<file path="config.mk">
export PLATFORM = sky130hd
export DESIGN_NAME = score_display
export DESIGN_NICKNAME = d
export VERILOG_FILES = /design/src/rtl/scoreboard_pkg.sv /design/src/rtl/score_display_seg7_decoder.sv /design/src/rtl/score_display.sv
export SDC_FILE = /design/constraint.sdc
export NUM_CORES = 1
export LEC_CHECK = 0
export CORE_MARGIN = 2
export CORE_UTILIZATION = 50
export CTS_CLUSTER_SIZE = 20
export DETAILED_ROUTE_END_ITERATION = 8
export GPL_ROUTABILITY_DRIVEN = 0
export GPL_TIMING_DRIVEN = 0
export PLACE_DENSITY_LB_ADDON = 0.25
export SYNTH_ARGS = -nofsm -noshare
export SYNTH_HDL_FRONTEND = slang
export SYNTH_SLANG_ARGS = --single-unit
</file>
<file path="constraint.sdc">
create_clock -name clk_i -period 4 [get_ports clk_i]
set_clock_uncertainty 0.1 [all_clocks]
set_input_delay 0.4 -clock clk_i [delete_from_list [all_inputs] [get_ports clk_i]]
set_output_delay 0.4 -clock clk_i [all_outputs]
set_load 0.02 [all_outputs]
</file>
<file path="src/rtl/scoreboard_pkg.sv">
// Shared definitions for the score display: conversion FSM states, segment patterns,
// score limit and one-hot digit-enable codes.
package scoreboard_pkg;

    typedef enum logic [1:0] {
        ST_IDLE = 2'd0,
        ST_DIV  = 2'd1,
        ST_DONE = 2'd2
    } conv_state_t;

    localparam int MAX_SCORE = 99;

    // Segment order is {g,f,e,d,c,b,a}, active-high.
    localparam logic [6:0] SEG_0     = 7'h3F;
    localparam logic [6:0] SEG_1     = 7'h06;
    localparam logic [6:0] SEG_2     = 7'h5B;
    localparam logic [6:0] SEG_3     = 7'h4F;
    localparam logic [6:0] SEG_4     = 7'h66;
    localparam logic [6:0] SEG_5     = 7'h6D;
    localparam logic [6:0] SEG_6     = 7'h7D;
    localparam logic [6:0] SEG_7     = 7'h07;
    localparam logic [6:0] SEG_8     = 7'h7F;
    localparam logic [6:0] SEG_9     = 7'h6F;
    localparam logic [6:0] SEG_BLANK = 7'h00;

    localparam logic [1:0] DIGIT_ONES = 2'b01;
    localparam logic [1:0] DIGIT_TENS = 2'b10;

endpackage

</file>
<file path="src/rtl/score_display_seg7_decoder.sv">
// Combinational BCD to 7-segment decoder; any digit above 9 shows blank.
module seg7_decoder
    import scoreboard_pkg::*;
(
    input  logic [3:0] i_bcd,
    output logic [6:0] o_seg
);

    always_comb begin
        o_seg = SEG_BLANK;
        case (i_bcd)
            4'd0:    o_seg = SEG_0;
            4'd1:    o_seg = SEG_1;
            4'd2:    o_seg = SEG_2;
            4'd3:    o_seg = SEG_3;
            4'd4:    o_seg = SEG_4;
            4'd5:    o_seg = SEG_5;
            4'd6:    o_seg = SEG_6;
            4'd7:    o_seg = SEG_7;
            4'd8:    o_seg = SEG_8;
            4'd9:    o_seg = SEG_9;
            default: o_seg = SEG_BLANK;
        endcase
    end

endmodule

</file>
<file path="src/rtl/score_display.sv">
// Binary score to two multiplexed 7-segment digits via a subtract-by-10 FSM.
// Optional macro LEADING_ZERO_BLANK_EN blanks the tens slot when the tens digit is 0.
module score_display
    import scoreboard_pkg::*;
#(
    parameter int BW          = 7,
    parameter int REFRESH_DIV = 1000
) (
    input  logic          clk_i,
    input  logic          rst_i,
    input  logic [BW-1:0] value_i,
    output logic [3:0]    bcd_tens_o,
    output logic [3:0]    bcd_ones_o,
    output logic          valid_o,
    output logic [1:0]    digit_sel_o,
    output logic [6:0]    seg_o
);

    localparam int CW = (REFRESH_DIV > 1) ? $clog2(REFRESH_DIV) : 1;
    localparam logic [BW-1:0] MAX_VAL  = BW'(MAX_SCORE);
    localparam logic [BW-1:0] TEN      = BW'(10);
    localparam logic [CW-1:0] CNT_LAST = CW'(REFRESH_DIV - 1);

    conv_state_t   r_state;
    conv_state_t   w_state_next;
    logic [BW-1:0] r_work;
    logic [BW-1:0] r_last;
    logic [3:0]    r_tens_acc;
    logic [3:0]    r_ones;
    logic          r_first;
    logic [3:0]    r_bcd_tens;
    logic [3:0]    r_bcd_ones;
    logic          r_valid;
    logic [CW-1:0] r_refresh;
    logic [1:0]    r_digit_sel;
    logic [6:0]    r_seg;

    logic          w_sample;
    logic          w_sub;
    logic          w_latch_ones;
    logic          w_commit;
    logic [BW-1:0] w_sat;
    logic [1:0]    w_next_sel;
    logic [3:0]    w_mux_digit;
    logic [6:0]    w_seg_dec;
    logic [6:0]    w_seg_next;

    assign w_sat = (value_i > MAX_VAL) ? MAX_VAL : value_i;

    always_comb begin
        w_state_next = r_state;
        w_sample     = 1'b0;
        w_sub        = 1'b0;
        w_latch_ones = 1'b0;
        w_commit     = 1'b0;
        case (r_state)
            ST_IDLE: begin
                if (r_first || (value_i != r_last)) begin
                    w_sample     = 1'b1;
                    w_state_next = ST_DIV;
                end
            end
            ST_DIV: begin
                if (r_work >= TEN) begin
                    w_sub = 1'b1;
                end else begin
                    w_latch_ones = 1'b1;
                    w_state_next = ST_DONE;
                end
            end
            ST_DONE: begin
                w_commit     = 1'b1;
                w_state_next = ST_IDLE;
            end
            default: w_state_next = ST_IDLE;
        endcase
    end

    always_ff @(posedge clk_i) begin
        if (rst_i) begin
            r_state    <= ST_IDLE;
            r_work     <= '0;
            r_last     <= '0;
            r_tens_acc <= 4'd0;
            r_ones     <= 4'd0;
            r_first    <= 1'b1;
            r_bcd_tens <= 4'd0;
            r_bcd_ones <= 4'd0;
            r_valid    <= 1'b0;
        end else begin
            r_state <= w_state_next;
            if (w_sample) begin
                r_work     <= w_sat;
                r_last     <= value_i;
                r_tens_acc <= 4'd0;
                r_first    <= 1'b0;
                r_valid    <= 1'b0;
            end
            if (w_sub) begin
                r_work     <= r_work - TEN;
                r_tens_acc <= r_tens_acc + 4'd1;
            end
            if (w_latch_ones) begin
                r_ones <= r_work[3:0];
            end
            if (w_commit) begin
                r_bcd_tens <= r_tens_acc;
                r_bcd_ones <= r_ones;
                r_valid    <= 1'b1;
            end
        end
    end

    // Decode the digit that becomes active on the wrap so seg and select move together.
    assign w_next_sel  = (r_digit_sel == DIGIT_ONES) ? DIGIT_TENS : DIGIT_ONES;
    assign w_mux_digit = (w_next_sel == DIGIT_TENS) ? r_bcd_tens : r_bcd_ones;

    seg7_decoder u_dec (
        .i_bcd (w_mux_digit),
        .o_seg (w_seg_dec)
    );

`ifdef LEADING_ZERO_BLANK_EN
    assign w_seg_next = ((w_next_sel == DIGIT_TENS) && (r_bcd_tens == 4'd0)) ? SEG_BLANK : w_seg_dec;
`else
    assign w_seg_next = w_seg_dec;
`endif

    always_ff @(posedge clk_i) begin
        if (rst_i) begin
            r_refresh   <= '0;
            r_digit_sel <= DIGIT_ONES;
            r_seg       <= SEG_BLANK;
        end else if (r_refresh == CNT_LAST) begin
            r_refresh   <= '0;
            r_digit_sel <= w_next_sel;
            r_seg       <= w_seg_next;
        end else begin
            r_refresh <= r_refresh + CW'(1);
        end
    end

    assign bcd_tens_o  = r_bcd_tens;
    assign bcd_ones_o  = r_bcd_ones;
    assign valid_o     = r_valid;
    assign digit_sel_o = r_digit_sel;
    assign seg_o       = r_seg;

endmodule

</file>
==> metrics.md <==
| Metric | Value |
|---|---|
| Outcome | `complete, no violations` |
| Pint | `865 uW` |
| Switching power | `324 uW` |
| Vias | `2016` |
| Post-synth top area share | `0.431` |
| ANT cells | `0` |
| Synth top area cells | `dfxtp_1 43%, nand2_1 6.6%, nor2_1 4.9%` |
| Final Max Slew Viols | `0` |
| Clk network pwr share | `0.312` |
| Hold buffer count at CTS | `0` |
| Clk slew on worst S/H paths | `90 ps` |
| DIE HEIGHT | `74.2 um` |
| Syn. warnings | `0` |
| Sum Neg Setup Slack | `0 ps` |
| Synth Net Count | `301` |
| HP Class | `input pin to flop` |
| Initial antenna violation count | `0` |
| Core Region | `4720 um2` |
| Switching share of power | `0.273` |
| Crit path time final | `2220 ps` |
| Die area | `5500 um2` |
| Clock sink total | `53` |
| Final worst-path cycle share | `0.555` |
| Commonest non-fill, non-tap cell in the layout | `dfxtp_1` |
| Core Util, Final | `0.616` |
| Async set-reset flop share out of synthesis | `0` |
| Worst IR drop on VDD | `269 uV` |
| Final net count | `333` |
| TritonCTS Buffers | `5` |
| Area after DPL | `2800 um2` |
| Largest net degree at the start of global routing | `16` |
| DR vias/cell | `5.26` |
| RSZ-0062 raised after global routing | `no` |
| GRT Util Overall | `0.209` |
| Seq/Total Area, Yosys | `0.431` |
| Final hold vios | `0` |
| Pwr Density | `409 nW/um2` |
| Commonest cells after routing, fill and taps aside | `53 x dfxtp_1, 43 x nand2_1, 32 x nor2_1` |
| Avg Cell Area, Syn | `8.70 um2` |
| Post-DP HPWL | `3820 um` |
| Comb pwr share | `0.185` |
| Yosys reg bits | `53` |
| Final setup fails | `0` |
| Setup CP Type | `flop to flop` |
| Iter 0 DRT Violations | `151` |
| # rows | `25` |
| Area of the mapped netlist | `2460 um2` |
| Top FF cell, synth | `dfxtp_1` |
| DR pass1 iterations | `4` |
| Clock latency on the worst-skew pair | `300 ps` |
| Worst path arrival time | `2370 ps` |
| First-pass GRT wire length | `8760 um` |
| Max cap viols | `0` |
| Fmax | `0.451 GHz` |
| Post-synth EDFFs | `0` |
| Starting density of the core | `0.521` |
| CP endpoint kind | `flop` |
| Yosys top cell by area | `dfxtp_1` |
| Post-CTS Resized | `0` |
| Clock root buffer | `clkbuf_8` |
| Avg WL per Cell | `13.6 um` |
| Cell variety after synth | `51` |
| Drt drc | `0` |
| GRT overflow | `0` |
| Max H-tree Level | `2` |
| Mapped Cells | `283` |
| I/O Buffers | `25` |
| Post-route cell area | `2910 um2` |
| Post-CTS setup buffers | `0` |
| Die Width | `74.2 um` |
| Flop pwr share | `0.503` |
| Worst Path Required | `4150 ps` |
| Fillcell total | `440` |
| TritonCTS clock tree | `done` |
| Ports | `27` |
| Slew margin rel. | `0.417` |
| Longest Clk Path Bufs | `2` |
| Lkg Pwr | `0.00118 uW` |
| CP Launch Type | `flop` |
| Layout cells sized above 1 | `0.0665` |
| Crit-path max FO | `7` |
| Routed wire length | `5200 um` |
| Layout area overhead | `18.3%` |
| Worst-margin pin slew | `864 ps` |
| Number of global-route vias before repair | `1886` |
| Remaining antenna violation count | `0` |
==> cell families after synthesis <==
family,share of synthesized area
AOI/OAI and AO/OA,0.148
buffers and inverters,0.0361
muxes,0.0630
DFF,0.431
and+or+nand+nor,0.223
adders and majority gates,0.0458
xor gates and xnor gates,0.0534
==> power groups by stage <==
| stage | Combinational (uW) | Clock, uW | Sequential, uW |
|---|---|---|---|
| after global routing | 249 | 401 | 603 |
| final | 221 | 371 | 598 |
| after global placement | 218 | 0 | 608 |
| after detailed placement | 221 | 0 | 610 |
| after floorplan | 168 | 0 | 601 |
| after CTS | 222 | 380 | 598 |
==> Yosys cell counts (all sizes together) (3+ instances only) <==
library cell,instances
buf,5
a21oi,23
nand3,3
nor3,5
xor2,12
o21a,3
nand4,5
a31oi,3
or2,3
nor4,3
or3,3
ha,9
o21ai,9
clkbuf,7
mux2i,12
nor2,32
xnor2,3
inv,7
dfxtp,53
nand2b,3
nand2,43
nor2b,4
and3,4
==> stage by stage <==
step	setup WS, ps	std cells	hold slack [ps]	power (uW)
floorplan	1930	283	313	769
global placement	1610	375	331	826
detailed placement	1630	375	342	831
CTS	1780	383	199	1200
global route	1580	383	198	1250
finish	1780	383	204	1190
==> sequential cells by signal (all words and copies together) (netlist names) <==
register     cells
r_tens_acc       4
digit_sel_o      2
r_work           7
valid_o          1
r_state          2
r_refresh       10
r_first          1
r_last           7
r_ones           4
bcd_tens_o       4
bcd_ones_o       4
seg_o            7
==> per-layer routing <==
layer | wire [um] | vias up | global-route usage | part of all wire
met5 | 0 | - | 0 | 0
met4 | 37 | 0 | 0.0707 | 0.0071
met2 | 2470 | 48 | 0.344 | 0.48
met1 | 2480 | 915 | 0.274 | 0.48
li1 | - | 1049 | - | -
met3 | 212 | 4 | 0.0434 | 0.041
==> final timing paths <==
| check | depth (start not counted) | slack (ps) | to | start |
|---|---|---|---|---|
| min reg2reg | 1 | 350 | r_refresh[0] | r_refresh[0] |
| max | 9 | 1780 | seg_o[3] | digit_sel_o[0] |
| min | 2 | 200 | r_work[0] | rst_i |
| max reg2reg | 9 | 1780 | seg_o[3] | digit_sel_o[0] |
==> worst max-delay path, stage by stage, from the launching register on <==
cell      delay [ps]
dfxtp_1          350
nor2b_1          120
buf_2            240
mux2i_1          500
inv_1            130
ha_1             200
inv_1             50
mux2i_1           70
o221ai_1         230
o211a_1          170
==> layout make-up <==
class,instances,area (um2),area share
tap,67,83.8,0.0288
clock inverter,1,30.0,0.0103
buffer,12,62.6,0.0215
inverter,7,26.3,0.00902
multi-input combinational,211,1310,0.450
timing repair buffer,25,250,0.0859
clock buffer,7,86.3,0.0297
sequential,53,1060,0.364
(Power assumes the default switching activity.)
